## src/rtl/instr_encoder.sv

```systemverilog
// LEGv8 instruction assembler: range-checks request fields, packs them into
// R/D/CB/B format and streams them into instruction memory, one word per cycle.
module instr_encoder #(
  parameter int unsigned ADDR_W = 6
) (
  input  logic              CLOCK,
  input  logic              RESET,
  input  logic              clear,
  input  logic              in_valid,
  output logic              in_ready,
  input  logic [3:0]        op_sel,
  input  logic [4:0]        rd,
  input  logic [4:0]        rn,
  input  logic [4:0]        rm,
  input  logic [5:0]        shamt,
  input  logic [25:0]       imm,
  output logic              imem_we,
  output logic [ADDR_W-1:0] imem_addr,
  output logic [31:0]       imem_wdata,
  output logic              err,
  output logic              full,
  output logic [ADDR_W:0]   count
);

  localparam logic [10:0] OPC_ADD  = 11'b10001011000;
  localparam logic [10:0] OPC_SUB  = 11'b11001011000;
  localparam logic [10:0] OPC_AND  = 11'b10001010000;
  localparam logic [10:0] OPC_ORR  = 11'b10101010000;
  localparam logic [10:0] OPC_LSL  = 11'b11010011011;
  localparam logic [10:0] OPC_LSR  = 11'b11010011010;
  localparam logic [10:0] OPC_LDUR = 11'b11111000010;
  localparam logic [10:0] OPC_STUR = 11'b11111000000;
  localparam logic [7:0]  OPC_CBZ  = 8'b10110100;
  localparam logic [5:0]  OPC_B    = 6'b000101;

  typedef enum logic {
    S_RUN,
    S_FULL
  } state_e;

  state_e              state_q, state_d;
  logic [ADDR_W-1:0]   ptr_q, ptr_d;
  logic [ADDR_W:0]     cnt_q, cnt_d;
  logic                we_q, we_d;
  logic                err_q, err_d;
  logic [ADDR_W-1:0]   addr_q, addr_d;
  logic [31:0]         wdata_q, wdata_d;

  logic [31:0]         enc;
  logic                legal;
  logic                accept;
  logic                d_in_range;
  logic                cb_in_range;

  // A signed immediate fits N bits when every bit above N-1 copies the sign.
  assign d_in_range  = (imm[25:8]  == '0) || (imm[25:8]  == '1);
  assign cb_in_range = (imm[25:18] == '0) || (imm[25:18] == '1);

  always_comb begin
    enc   = '0;
    legal = 1'b1;
    case (op_sel)
      4'd0:    enc = {OPC_ADD, rm, 6'd0, rn, rd};
      4'd1:    enc = {OPC_SUB, rm, 6'd0, rn, rd};
      4'd2:    enc = {OPC_AND, rm, 6'd0, rn, rd};
      4'd3:    enc = {OPC_ORR, rm, 6'd0, rn, rd};
      4'd4:    enc = {OPC_LSL, 5'd0, shamt, rn, rd};
      4'd5:    enc = {OPC_LSR, 5'd0, shamt, rn, rd};
      4'd6: begin
        enc   = {OPC_LDUR, imm[8:0], 2'b00, rn, rd};
        legal = d_in_range;
      end
      4'd7: begin
        enc   = {OPC_STUR, imm[8:0], 2'b00, rn, rd};
        legal = d_in_range;
      end
      4'd8: begin
        enc   = {OPC_CBZ, imm[18:0], rd};
        legal = cb_in_range;
      end
      4'd9:    enc = {OPC_B, imm};
      default: legal = 1'b0;
    endcase
  end

  assign in_ready = (state_q == S_RUN);
  assign accept   = in_valid && in_ready;

  always_comb begin
    state_d = state_q;
    ptr_d   = ptr_q;
    cnt_d   = cnt_q;
    we_d    = 1'b0;
    err_d   = 1'b0;
    addr_d  = addr_q;
    wdata_d = wdata_q;
    if (clear) begin
      ptr_d   = '0;
      cnt_d   = '0;
      state_d = S_RUN;
    end else if (accept) begin
      if (legal) begin
        we_d    = 1'b1;
        addr_d  = ptr_q;
        wdata_d = enc;
        ptr_d   = ptr_q + ADDR_W'(1);
        cnt_d   = cnt_q + (ADDR_W + 1)'(1);
        if (ptr_q == '1) state_d = S_FULL;
      end else begin
        err_d = 1'b1;
      end
    end
  end

  always_ff @(posedge CLOCK) begin
    if (RESET) begin
      state_q <= S_RUN;
      ptr_q   <= '0;
      cnt_q   <= '0;
      we_q    <= 1'b0;
      err_q   <= 1'b0;
      addr_q  <= '0;
      wdata_q <= '0;
    end else begin
      state_q <= state_d;
      ptr_q   <= ptr_d;
      cnt_q   <= cnt_d;
      we_q    <= we_d;
      err_q   <= err_d;
      addr_q  <= addr_d;
      wdata_q <= wdata_d;
    end
  end

  assign imem_we    = we_q;
  assign err        = err_q;
  assign imem_addr  = addr_q;
  assign imem_wdata = wdata_q;
  assign full       = (state_q == S_FULL);
  assign count      = cnt_q;

endmodule

```

## config.mk

```make
export PLATFORM = sky130hd
export DESIGN_NAME = instr_encoder
export DESIGN_NICKNAME = d
export VERILOG_FILES = /design/src/rtl/instr_encoder.sv
export SDC_FILE = /design/constraint.sdc
export NUM_CORES = 1
export LEC_CHECK = 0
export CORE_UTILIZATION = 40
export DETAILED_ROUTE_END_ITERATION = 12
export PLACE_DENSITY = 0.77
export SLEW_MARGIN = 15
export SYNTH_ARGS = -nofsm -noshare
export SYNTH_HDL_FRONTEND = slang
export SYNTH_SLANG_ARGS = --single-unit
```

## constraint.sdc

```tcl
create_clock -name CLOCK -period 2.3 [get_ports CLOCK]
set_input_delay 0.46 -clock CLOCK [delete_from_list [all_inputs] [get_ports CLOCK]]
set_output_delay 0.46 -clock CLOCK [all_outputs]
set_load 0.005 [all_outputs]
```

* Word level (Yosys, flattened, before mapping)
Index checks and enable logic that the tools add are counted.
Word-level totals: bits in registers 54
Operators by class: $add $sub $neg 2, reduce and logical (&&, ||, !) cells 13, bitwise logic cells 3, equal/unequal tests 12, multiplexer cells 4
Operators with widths (count):
- $pmux 32 s10 | 1
- $eq 18x18->1 const B | 1
- $logic_not 18->1 | 1
- $eq 4x3->1 const B | 4
- $eq 4x2->1 const B | 2
- $eq 4x4->1 const B | 2
- $eq 8x8->1 const B | 1
- $logic_not 8->1 | 1
- $add 7x1->7 const B | 1
- $reduce_or 7->1 | 1
- $add 6x1->6 const B | 1
- $eq 6x6->1 const B | 1
- $reduce_and 3->1 | 2
- $eq 4x1->1 const B | 1
- $logic_not 4->1 | 1
- $reduce_or 2->1 | 2
- $not 1->1 | 3
- $pmux 1 s3 | 1
- $reduce_or 3->1 | 1
- $logic_or 1x1->1 | 2
- $mux 1 | 2
- $reduce_and 2->1 | 1
- $logic_and 1x1->1 | 1

* Longest topological paths before layout
depth in word-level cells 4, mapped depth 9, mapped depth without buffers 6

* Worst setup path after synthesis
OpenSTA, ideal clock, no wires.
kind input to register, start point input port imm[21], end point register ptr_q[5], arrival 2.164 ns, stages 7, data required time 2.230 ns, path slack 0.066 ns, path through or4_4 nor2_4 o21ai_2 and3_1 buf_6 or4_1 a21oi_1
On the way: cells in the longest elaborated chain, start to end 4
Ends and longest elaborated chain:
- start: declaration | RTL line 16 | input logic [25:0] imm,
- $eq 18x18->1 (tied with other cells) | RTL line 56 | assign d_in_range = (imm[25:8] == '0) || (imm[25:8] == '1);
- $logic_or 1x1->1, on equally long branches | RTL line 56, 57
- $pmux 1 s3 * | RTL line 62 | case (op_sel)
- $reduce_and 2->1 (no line) *
- end signal: assignment | RTL line 126 | ptr_q <= ptr_d;
- end: declaration | RTL line 42 | logic [ADDR_W-1:0] ptr_q, ptr_d;
Mark *: on every way between the ends. The rest lies on a longest branch, timed or not. A chain may end at the register's enable or synchronous reset.

* Worst setup path in the final report
start point input port imm[12], end point register ptr_q[5]
On the way: cells in the longest elaborated chain, start to end 4
Ends and longest elaborated chain (RTL line):
- $eq 18x18->1 or $logic_not 18->1 (tied branches) | 56
- $logic_or 1x1->1 * | 56
- $pmux 1 s3 * | 62
- $reduce_and 2->1 (no line) *
Marks and branches as above.

==> flow_metrics.py <==
metrics = {
    "final_layout": {
        "finish.utilization_pct": 68.6,
        "layout_common_cells": "97 x clkdlybuf4s50_1, 54 x dfxtp_1, 50 x buf_4",
        "fin_area_mm2": 0.00440,
        "nets": 517,
        "area_growth_pct": 63.9,
        "diodes": 0,
        "layout_commonest_cell": "clkdlybuf4s50_1",
        "post_route_cells_drive_above_1_share_pct": 21.5,
    },
    "detailed_routing": {
        "ant_nets": 0,
        "num_vias": 3119,
        "wl_per_cell_um": 17.4,
        "drt-met1-wl_mm": 3.55,
        "firstDrtPassIters": 10,
        "routed.top_layer": "met4",
        "dr.first_iter.drc_count": 240,
        "wirelength_mm": 9.35,
        "route.met2.wl_mm": 4.73,
        "vias_per_cell": 5.81,
        "met3_wirelength_um": 776,
        "drc": 10,
    },
    "cts": {
        "clockBufferDepth": 2,
        "htreeDepth": 2,
        "cts_hold_buf": 0,
        "numCtsBuffers": 5,
        "cts.clk_slew.worst_paths_ps": 90,
        "clock_latency_ps": 310,
        "cts_num_sinks": 54,
        "root_buffer": "clkbuf_8",
        "cts_tree": "done",
    },
    "timing": {
        "skew_ps": 2.78,
        "setup_viol": 0,
        "hold_viol_final": 0,
        "relSlewSlack_pct": 63.3,
        "fmax_ghz": 0.440,
        "min_period_ps": 2270,
        "maxSlewViolCount": 0,
        "finalCritPeriodShare_pct": 98.8,
        "hold_ws_ps": 492,
        "worst_slew_pin_slew_ps": 549,
        "setup_tns_ps": 0,
    },
    "setup_path": {
        "critPathCaptureType": "flop",
        "crit_required_ps": 2550,
        "crit_family": "simple AND/OR/NAND/NOR gates",
        "worstPathArrival_ps": 2520,
        "slowest_delay_ps": 510,
        "crit_buf_inv": 1,
        "path_cells": "clkdlybuf4s50_1 -> nor4_2 -> and4_4 -> a221oi_4 -> and3_4 -> or4_4 -> a21oi_2",
        "crit_type": "in -> reg",
        "crit_fanout": 3,
        "cp_slowest_cell": "or4_4",
        "startpoint_type": "input pin",
    },
    "floorplanning": {
        "die_w_um": 84.0,
        "core_area_mm2": 0.00642,
        "dieArea_mm2": 0.00705,
        "ioPinCount": 104,
        "rows": 29,
        "die_height_um": 84.0,
        "start_util_pct": 41.8,
    },
    "grt": {
        "antenna_found_initial": 0,
        "grt_pass1_vias": 3012,
        "grt_pass1_wl_mm": 14.1,
        "grt_usage_pct": 24.9,
        "overflow": 0,
        "grt_start_max_net_pins": 44,
    },
    "power_and_ir_drop": {
        "power_mw": 2.12,
        "p_leak_nw": 1.62,
        "powerDensity_mw_per_mm2": 480,
        "vdd_drop_max_uv": 424,
    },
    "yosys": {
        "yosysUniqueCellTypes": 44,
        "syn-cell-area_mm2": 0.00269,
        "yosysWarnings": 0,
        "netlist_instances": 316,
        "yosysSeqAreaShare_pct": 40.2,
        "syn_nets": 373,
        "synth_top_area_share_pct": 40.2,
        "synth_top_area_cell": "dfxtp_1",
        "ys_ff_latch": 54,
        "synth.top_cells.by_area": "dfxtp_1 40%, nor2_1 6.8%, a211oi_1 5.9%",
        "avgSynthCellArea_um2": 8.50,
    },
    "placed_design": {
        "port_buffers": 103,
        "hpwl_mm": 6.51,
        "gp_congestion": 0.926,
        "dpl_cell_area_mm2": 0.00412,
    },
    "worst_hold_path": {
        "hp-class": "reg -> reg",
    },
    "run_status": {
        "status": "finished, violations left",
        "violations": "DRC",
    },
    "job": {
        "drv_cap": 0,
    },
}
cell usage after synthesis (all sizes together):
| library cell | n |
|---|---|
| dfxtp | 54 |
| nor2 | 50 |
| a21oi | 22 |
| a211oi | 21 |
| nand2 | 18 |
| o21ai | 14 |
| clkbuf | 13 |
| nor3 | 11 |
| a222oi | 10 |
| mux2 | 10 |
| nand3 | 9 |
| and3 | 8 |
| buf | 8 |
| mux2i | 8 |
| nor2b | 8 |
| nand4 | 7 |
| a22oi | 5 |
| or3 | 5 |
| a31oi | 4 |
| inv | 4 |
| and2 | 3 |
| or4 | 3 |
| xnor2 | 3 |
| ha | 2 |
| nand2b | 2 |
| nor4 | 2 |
| a221o | 1 |
| a221oi | 1 |
| a22o | 1 |
| a311oi | 1 |
| a31o | 1 |
| and3b | 1 |
| and4 | 1 |
| nand3b | 1 |
| nor3b | 1 |
| o22ai | 1 |
| o31ai | 1 |
| or2 | 1 |
logic make-up (layout without fill, tap and decap cells):
group | Yosys count | count (layout) | share of synthesized area (%)
flip-flops | 54 | 54 | 40.2
AO/OA/AOI/OAI | 83 | 83 | 22.1
AND/OR/NAND/NOR | 131 | 131 | 24.4
buffers and inverters | 25 | 169 | 4.19
multiplexers | 18 | 18 | 7.17
adder cells (fa/ha/maj) | 2 | 2 | 0.931
XOR/XNOR | 3 | 3 | 0.978
power by group:
group | switching, mW | leakage [nW] | internal, mW | total [mW]
clock | 0.304 | 0.0573 | 0.349 | 0.653
combinational | 0.207 | 1.12 | 0.270 | 0.477
sequential | 0.0189 | 0.439 | 0.966 | 0.985
worst register-to-register path, stage by stage (launching register included):
cell	delay, ps
dfxtp_1	350
nor2b_1	170
nand2b_1	160
a31oi_4	210
buf_4	180
clkbuf_16	160
nor2_1	50
a211oi_1	220
state kept, by name (all words and copies together), names as in the netlist:
register / count
imem_we: 1
imem_addr: 6
ptr_q: 6
full: 1
imem_wdata: 32
err: 1
count: 7
stage by stage:
step | std cells | worst slack [ps]
5_1_grt | 537 | -51.8
2_1_floorplan | 316 | 65.7
6_report | 537 | 28.6
3_3_place_gp | 524 | -309
3_5_place_dp | 524 | -359
4_1_cts | 531 | 6.84
path summary, 6_finish.rpt:
path / to / from / cells after the start / slack, ps
setup reg to reg: imem_wdata[29] / full / 7 / 720
hold / removal: imem_wdata[23] / imem_wdata[23] / 2 / 490
hold reg to reg: imem_wdata[23] / imem_wdata[23] / 2 / 490
setup / recovery: ptr_q[5] / imm[12] / 7 / 30
repair_timing:
action                     in CTS  in global routing
pin swaps                       1                 12
resized for setup               4                 23
setup endpoints to repair       5                 24
gates cloned                    0                  2
setup buffers                   0                  4
per-layer routing:
metal / vias up / GRT usage, %
met1: 1419 / 29.1
met4: 0 / 11.0
li1: 1460 / -
met2: 201 / 44.7
met5: - / 0
met3: 39 / 3.76
area by class of cell:
class | count | area, µm²
Clock buffer | 6 | 82.6
Clock inverter | 1 | 30.0
Fill cell | 505 | 2020
Inverter | 4 | 15.0
Multi-Input combinational cell | 237 | 1580
Sequential cell | 54 | 1080
Tap cell | 77 | 96.3
Timing Repair Buffer | 158 | 1520
Power figures use the tool's default switching activity.
